==> config.mk <==
export PLATFORM = sky130hd
export DESIGN_NAME = shot_ctrl
export DESIGN_NICKNAME = d
export VERILOG_FILES = /design/src/rtl/warships_pkg.sv /design/src/rtl/board_map.sv /design/src/rtl/shot_ctrl.sv
export SDC_FILE = /design/constraint.sdc
export NUM_CORES = 1
export LEC_CHECK = 0
export ABC_AREA = 1
export BUFFER_PORTS_ARGS = -buffer_cell sky130_fd_sc_hd__clkbuf_2
export CORE_MARGIN = 5
export CORE_UTILIZATION = 50
export CTS_BUF_LIST = sky130_fd_sc_hd__clkbuf_8 sky130_fd_sc_hd__clkbuf_16
export DETAILED_ROUTE_END_ITERATION = 6
export PLACE_DENSITY = 0.67
export SYNTH_ARGS = -nofsm -noshare
export SYNTH_HDL_FRONTEND = slang
export SYNTH_SLANG_ARGS = --single-unit
==> constraint.sdc <==
create_clock -name clk -period 8.8 [get_ports clk]
set_input_delay 0.88 -clock clk [delete_from_list [all_inputs] [get_ports clk]]
set_output_delay 0.88 -clock clk [all_outputs]
set_load 0.005 [all_outputs]
==> src/rtl/warships_pkg.sv <==
// rtl/warships_pkg.sv - shared constants, state encodings and cell helpers for the shot controller
package warships_pkg;

  localparam logic [7:0] NO_COR     = 8'hff;
  localparam int         GRID_N     = 10;
  localparam int         GRID_CELLS = GRID_N * GRID_N;
  localparam int         SHIP_CELLS = 20;
  localparam logic [3:0] GRID_N4    = 4'(GRID_N);

  typedef enum logic [2:0] {
    IDLE,
    AIM,
    SEND,
    WAIT,
    DONE
  } shot_state_t;

  typedef enum logic [1:0] {
    UNKNOWN = 2'b00,
    MISS    = 2'b01,
    HIT     = 2'b10,
    INVALID = 2'b11
  } cell_state_t;

  // both nibbles must address a real cell
  function automatic logic cor_valid(input logic [7:0] cor);
    return (cor[7:4] < GRID_N4) && (cor[3:0] < GRID_N4);
  endfunction

  // flat cell index x*GRID_N + y; meaningful only when cor_valid(cor)
  function automatic logic [6:0] cell_idx(input logic [7:0] cor);
    return 7'(cor[7:4]) * 7'(GRID_N) + 7'(cor[3:0]);
  endfunction

endpackage

==> src/rtl/board_map.sv <==
// rtl/board_map.sv - enemy board shot/hit bitmaps with one write port and a registered query
module board_map (
  input  logic       clk,
  input  logic       rst,
  input  logic       clr,
  input  logic       wr_en,
  input  logic [6:0] wr_idx,
  input  logic       wr_hit,
  input  logic [6:0] chk_idx,
  output logic       chk_shot,
  input  logic [7:0] query_cor,
  output logic [1:0] query_state
);
  import warships_pkg::*;

  logic [GRID_CELLS-1:0] shot_q, shot_d;
  logic [GRID_CELLS-1:0] hit_q, hit_d;
  cell_state_t           query_state_q, query_state_d;
  logic [6:0]            q_idx;

  // map update: clear wins over a write
  always_comb begin
    shot_d = shot_q;
    hit_d  = hit_q;
    if (clr) begin
      shot_d = '0;
      hit_d  = '0;
    end else if (wr_en) begin
      shot_d[wr_idx] = 1'b1;
      if (wr_hit) hit_d[wr_idx] = 1'b1;
    end
  end

  // query decode reads the maps before this cycle's write lands
  always_comb begin
    q_idx         = cell_idx(query_cor);
    query_state_d = UNKNOWN;
    if (!cor_valid(query_cor))  query_state_d = INVALID;
    else if (hit_q[q_idx])      query_state_d = HIT;
    else if (shot_q[q_idx])     query_state_d = MISS;
  end

  // map and query registers
  always_ff @(posedge clk or posedge rst) begin
    if (rst) begin
      shot_q        <= '0;
      hit_q         <= '0;
      query_state_q <= UNKNOWN;
    end else begin
      shot_q        <= shot_d;
      hit_q         <= hit_d;
      query_state_q <= query_state_d;
    end
  end

  assign chk_shot    = shot_q[chk_idx];
  assign query_state = query_state_q;

endmodule

==> src/rtl/shot_ctrl.sv <==
// rtl/shot_ctrl.sv - turns enemy-board clicks into one-shot fire requests and tracks hits to a win
module shot_ctrl #(
  parameter int RESULT_TIMEOUT = 1_000_000,
  parameter int SHIP_CELLS     = warships_pkg::SHIP_CELLS
) (
  input  logic       clk,
  input  logic       rst,
  input  logic       start_btn,
  input  logic [7:0] enemy_cor,
  input  logic       my_turn,
  output logic [7:0] shot_cor,
  output logic       shot_valid,
  input  logic       shot_ready,
  input  logic       result_valid,
  input  logic       result_hit,
  output logic       click_reject,
  output logic [6:0] shots_fired,
  output logic [4:0] hits,
  output logic       win,
  output logic       busy,
  input  logic [7:0] query_cor,
  output logic [1:0] query_state
);
  import warships_pkg::*;

  localparam int TW = $clog2(RESULT_TIMEOUT + 1);

  shot_state_t state_q, state_d;
  logic        start_prev_q, start_prev_d;
  logic        start_rise_q, start_rise_d;
  logic        click_q, click_d;
  logic [7:0]  cor_prev_q, cor_prev_d;
  logic [7:0]  shot_cor_q, shot_cor_d;
  logic        shot_valid_q, shot_valid_d;
  logic        click_reject_q, click_reject_d;
  logic [6:0]  shots_fired_q, shots_fired_d;
  logic [4:0]  hits_q, hits_d;
  logic        win_q, win_d;
  logic        busy_q, busy_d;
  logic [TW-1:0] tmo_q, tmo_d;
  logic        map_clr, map_wr, map_hit, aim_shot;

  board_map u_map (
    .clk         (clk),
    .rst         (rst),
    .clr         (map_clr),
    .wr_en       (map_wr),
    .wr_idx      (cell_idx(shot_cor_q)),
    .wr_hit      (map_hit),
    .chk_idx     (cell_idx(cor_prev_q)),
    .chk_shot    (aim_shot),
    .query_cor   (query_cor),
    .query_state (query_state)
  );

  // edge detection and game FSM next-state; the clicked coordinate is cor_prev_q when click_q is high
  always_comb begin
    state_d        = state_q;
    start_prev_d   = start_btn;
    start_rise_d   = start_btn & ~start_prev_q;
    cor_prev_d     = enemy_cor;
    click_d        = (enemy_cor != NO_COR) && (cor_prev_q == NO_COR);
    shot_cor_d     = shot_cor_q;
    click_reject_d = 1'b0;
    shots_fired_d  = shots_fired_q;
    hits_d         = hits_q;
    tmo_d          = tmo_q;
    map_clr        = 1'b0;
    map_wr         = 1'b0;
    map_hit        = 1'b0;
    case (state_q)
      IDLE: begin
        if (start_rise_q) begin
          state_d    = AIM;
          shot_cor_d = NO_COR;
        end
      end
      AIM: begin
        if (click_q) begin
          if (my_turn && cor_valid(cor_prev_q) && !aim_shot) begin
            shot_cor_d = cor_prev_q;
            state_d    = SEND;
          end else begin
            click_reject_d = 1'b1;
          end
        end
      end
      SEND: begin
        if (shot_valid_q && shot_ready) begin
          state_d = WAIT;
          tmo_d   = '0;
        end
      end
      WAIT: begin
        if (result_valid) begin
          map_wr        = 1'b1;
          map_hit       = result_hit;
          shots_fired_d = (shots_fired_q == 7'd100) ? shots_fired_q : shots_fired_q + 7'd1;
          hits_d        = hits_q + 5'(result_hit);
          if (hits_d == 5'(SHIP_CELLS)) begin
            state_d = DONE;
          end else begin
            state_d    = AIM;
            shot_cor_d = NO_COR;
          end
        end else if (tmo_q == TW'(RESULT_TIMEOUT - 1)) begin
          state_d = SEND;
        end else begin
          tmo_d = tmo_q + TW'(1);
        end
      end
      DONE: begin
        if (start_rise_q) begin
          map_clr       = 1'b1;
          shots_fired_d = '0;
          hits_d        = '0;
          state_d       = AIM;
          shot_cor_d    = NO_COR;
        end
      end
      default: state_d = IDLE;
    endcase
    shot_valid_d = (state_d == SEND);
    busy_d       = (state_d == SEND) || (state_d == WAIT);
    win_d        = (state_d == DONE);
  end

  // single state/output register bank
  always_ff @(posedge clk or posedge rst) begin
    if (rst) begin
      state_q        <= IDLE;
      start_prev_q   <= 1'b0;
      start_rise_q   <= 1'b0;
      click_q        <= 1'b0;
      cor_prev_q     <= NO_COR;
      shot_cor_q     <= NO_COR;
      shot_valid_q   <= 1'b0;
      click_reject_q <= 1'b0;
      shots_fired_q  <= '0;
      hits_q         <= '0;
      win_q          <= 1'b0;
      busy_q         <= 1'b0;
      tmo_q          <= '0;
    end else begin
      state_q        <= state_d;
      start_prev_q   <= start_prev_d;
      start_rise_q   <= start_rise_d;
      click_q        <= click_d;
      cor_prev_q     <= cor_prev_d;
      shot_cor_q     <= shot_cor_d;
      shot_valid_q   <= shot_valid_d;
      click_reject_q <= click_reject_d;
      shots_fired_q  <= shots_fired_d;
      hits_q         <= hits_d;
      win_q          <= win_d;
      busy_q         <= busy_d;
      tmo_q          <= tmo_d;
    end
  end

  assign shot_cor     = shot_cor_q;
  assign shot_valid   = shot_valid_q;
  assign click_reject = click_reject_q;
  assign shots_fired  = shots_fired_q;
  assign hits         = hits_q;
  assign win          = win_q;
  assign busy         = busy_q;

endmodule

==> run metrics <==
status=finished, final reports clean; Max-cap violations=0; post-synthesis register bit count=260; pre-CTS setup slack=4.93 ns; CP startpoint kind=flip-flop; Final period util=41.2%; post-synth top area share=between 40% and 50%; worst-path cell with the longest stage delay=fa_1; Synth area leaders=dfrtp_1 41%, nand2_1 12%, a21oi_1 11%; CTS H-Tree Depth=1; total clock buffers created by CTS=29; clock power share=36.3%; CP endpoint kind=flip-flop; RSZ-0062 raised after global routing=false; Die Ht=182 um; leak pwr=7.70 nW; Switch Pwr=around 1.2 mW; final wirelength=43300 um; Rows=62; cell taking the most area after synthesis=dfrtp_1; largest net degree at the start of global routing=133; worst-path maximum fanout=10; # DRC=0; Antenna Nets Post-Route=0; Hold Buf Count CTS=0; worst setup path class=reg -> reg; Pre-antenna DRT Iters=6; post-synthesis sequential area ratio=44.3%; Gate power share=about 26%; predominant post-synthesis flop cell=dfrtp_1; CP Data Required Time=9.28 ns; count of input and output buffers=48; routed wire length per instance=18.0 um; Synth Area per Inst=approximately 7.3 sq um; gpl congestion=0.905; ratio of cells with drive above 1 in the final layout=8.02%; via count=13.6k; P&R area growth vs syn=8.82%; Cell Pwr Density=between 200 and 250 nW/um^2; Cell Int Power=2.09 mW; final std cells w/o fill=2404; crit-path cells=ha_1, fa_1, inv_2, nand3_1, inv_1, nand2_1, nand2_1, nor2_1, nand2_1, nand3_1, nand2_1, nand2_1, nand2_1, nand2_4, nand2_4, nand2_1, nand2_1; fmax=276 MHz; TritonCTS clock tree=done; vias in the first global route=~13k; setup ws final=5.17 ns; DR iter-0 viols=about 1.6k; clk_lat worst skew=0.56 ns; CTS resizes=0; gr usage total=between 20% and 30%; Synth cell types=37; Hold Violations, Final=0; clk sinks=260; minimum clock period=3.63 ns; setup violators final=0; # IOs=49; Starting Density=51.0%; Synth Instances=approximately 2k; final core occ=a little under three fifths; fillers=2798; Worst EP arrival=4.11 ns; first-pass GRT wire length=70400 um; hold slack=0.398 ns; routed vias/inst=around 5.7; Worst Hold Class=reg -> reg; die width=182 um; Slew Limit Fails=0; Max Root-Sink Buffers=3; Max transition margin=16.4%; Setup Buffers After CTS=0; Post-synth EDFFs=0; post-synthesis cell area=between 10000 and 15000 sq um; Yosys Warn Count=0; top-count cell post-synth=nand2_1; most frequent cell on the critical path=nand2_1; Reg power frac=37.9%; syn_nets=2067; placed cells=2353; slowest stage delay, CP=0.93 ns; Reg clk slew, reported paths=0.06 ns; Worst Skew=0.0167 ns; peak supply drop=0.179 mV; top cells by count, synth=464 x nand2_1, 324 x a21oi_1, 275 x inv_1; antenna cells=0; Final Net Count=2053; antenna violations before repair=0; Slew @ Worst Pin=between 1 and 1.5 ns; Core Area=just under 30000 sq um; grt ovf=0; die area=approximately 33000 sq um; switching portion of total power=about 36%; final setup TNS=0 ns; Async S/R FF share, synth=between 90% and 100%; DP Wirelength=26500 um; clock root buffer=clkbuf_16
registers in the layout, summed over array words and instances (netlist names):
signal             count
busy                   1
click_q                1
click_reject           1
cor_prev_q             8
hits                   5
shot_cor               8
shot_valid             1
shots_fired            7
start_prev_q           1
start_rise_q           1
state_q                3
tmo_q                 20
u_map.hit_q          100
u_map.query_state      2
u_map.shot_q         100
win                    1
stage by stage:
step | area, sq um | total power, mW
after floorplan | 14700 | 1.78
after global placement | 15100 | 2.08
after detailed placement | 15100 | 2.09
after CTS | 16000 | 3.28
after global routing | 16000 | 3.41
final | 16000 | 3.28
routing by layer:
| metal | part of all wire (%) | vias up | track usage, % |
|---|---|---|---|
| li1 | - | 6459 | - |
| met1 | 43 | 6442 | 36.9 |
| met2 | 44 | 613 | 40.3 |
| met3 | 8.8 | 108 | 4.86 |
| met4 | 3.6 | 0 | 9.25 |
| met5 | 0 | - | 0 |
power by group through the flow:
stage	Combinational [mW]	Clock (mW)	Sequential, mW
after global placement	0.817	0	1.26
after CTS	0.831	1.21	1.24
after detailed placement	0.827	0	1.26
after global routing	0.912	1.26	1.24
after floorplan	0.518	0	1.26
final	0.848	1.19	1.24
final timing paths:
check                                                to  slack, ns  cells past startpoint                    start
setup / recovery                shot_cor[7]$_DFFE_PP1P_       5.17                     17  cor_prev_q[1]$_DFF_PP1_
hold / removal                   start_rise_q$_DFF_PP0_       0.40                      1   start_prev_q$_DFF_PP0_
setup reg to reg                shot_cor[7]$_DFFE_PP1P_       5.17                     17  cor_prev_q[1]$_DFF_PP1_
hold reg to reg                  start_rise_q$_DFF_PP0_       0.40                      1   start_prev_q$_DFF_PP0_
max in group asynchronous  u_map.shot_q[41]$_DFFE_PP0P_       7.09                      3                      rst
min in group asynchronous   u_map.hit_q[81]$_DFFE_PP0P_       0.48                      2                      rst
cells by family after synthesis:
family,after synthesis,share of synthesized area (%)
buffers and inverters,389,10.6
AND/OR/NAND/NOR,828,23.6
adder cells (fa/ha/maj),30,2.86
flip-flops,260,44.3
AO/OA/AOI/OAI,480,17.0
XOR/XNOR,25,1.49
multiplexers,2,0.153
critical path: cells and delay by family (launching register included):
family / cells / cell delay, ns
buffers and inverters: 2 / 0.47
AND/OR/NAND/NOR: 13 / 1.52
adder cells (fa/ha/maj): 2 / 1.17
flip-flops: 1 / 0.38
cell usage in the layout, fill, tap and decap left out, types with 3 or more instances in the layout:
cell	count
nand2_1	464
a21oi_1	324
inv_1	282
dfrtp_1	244
nand3_1	153
nor2_1	152
o21ai_0	121
clkbuf_2	47
clkbuf_16	29
ha_1	23
xor2_1	20
nand4_1	20
dfstp_2	16
a21oi_2	13
buf_4	13
o211ai_1	9
nor3_1	9
inv_2	8
o31ai_1	8
clkbuf_8	8
nor4_1	7
nand2_4	6
fa_1	6
xnor2_1	5
nor2_2	4
nand3b_1	4
nor2_4	3
final cells by class:
class | count | area [sq um] | share of cell area, %
clock buffers | 37 | 836 | 5.22
clock inverters | 14 | 90.1 | 0.562
well taps | 384 | 480 | 3.00
inverters | 282 | 1070 | 6.65
repair buffers | 62 | 358 | 2.23
multi-input cells | 1365 | 6670 | 41.6
flip-flops and latches | 260 | 6530 | 40.7
Note: power is estimated with default switching activity, not from simulation.
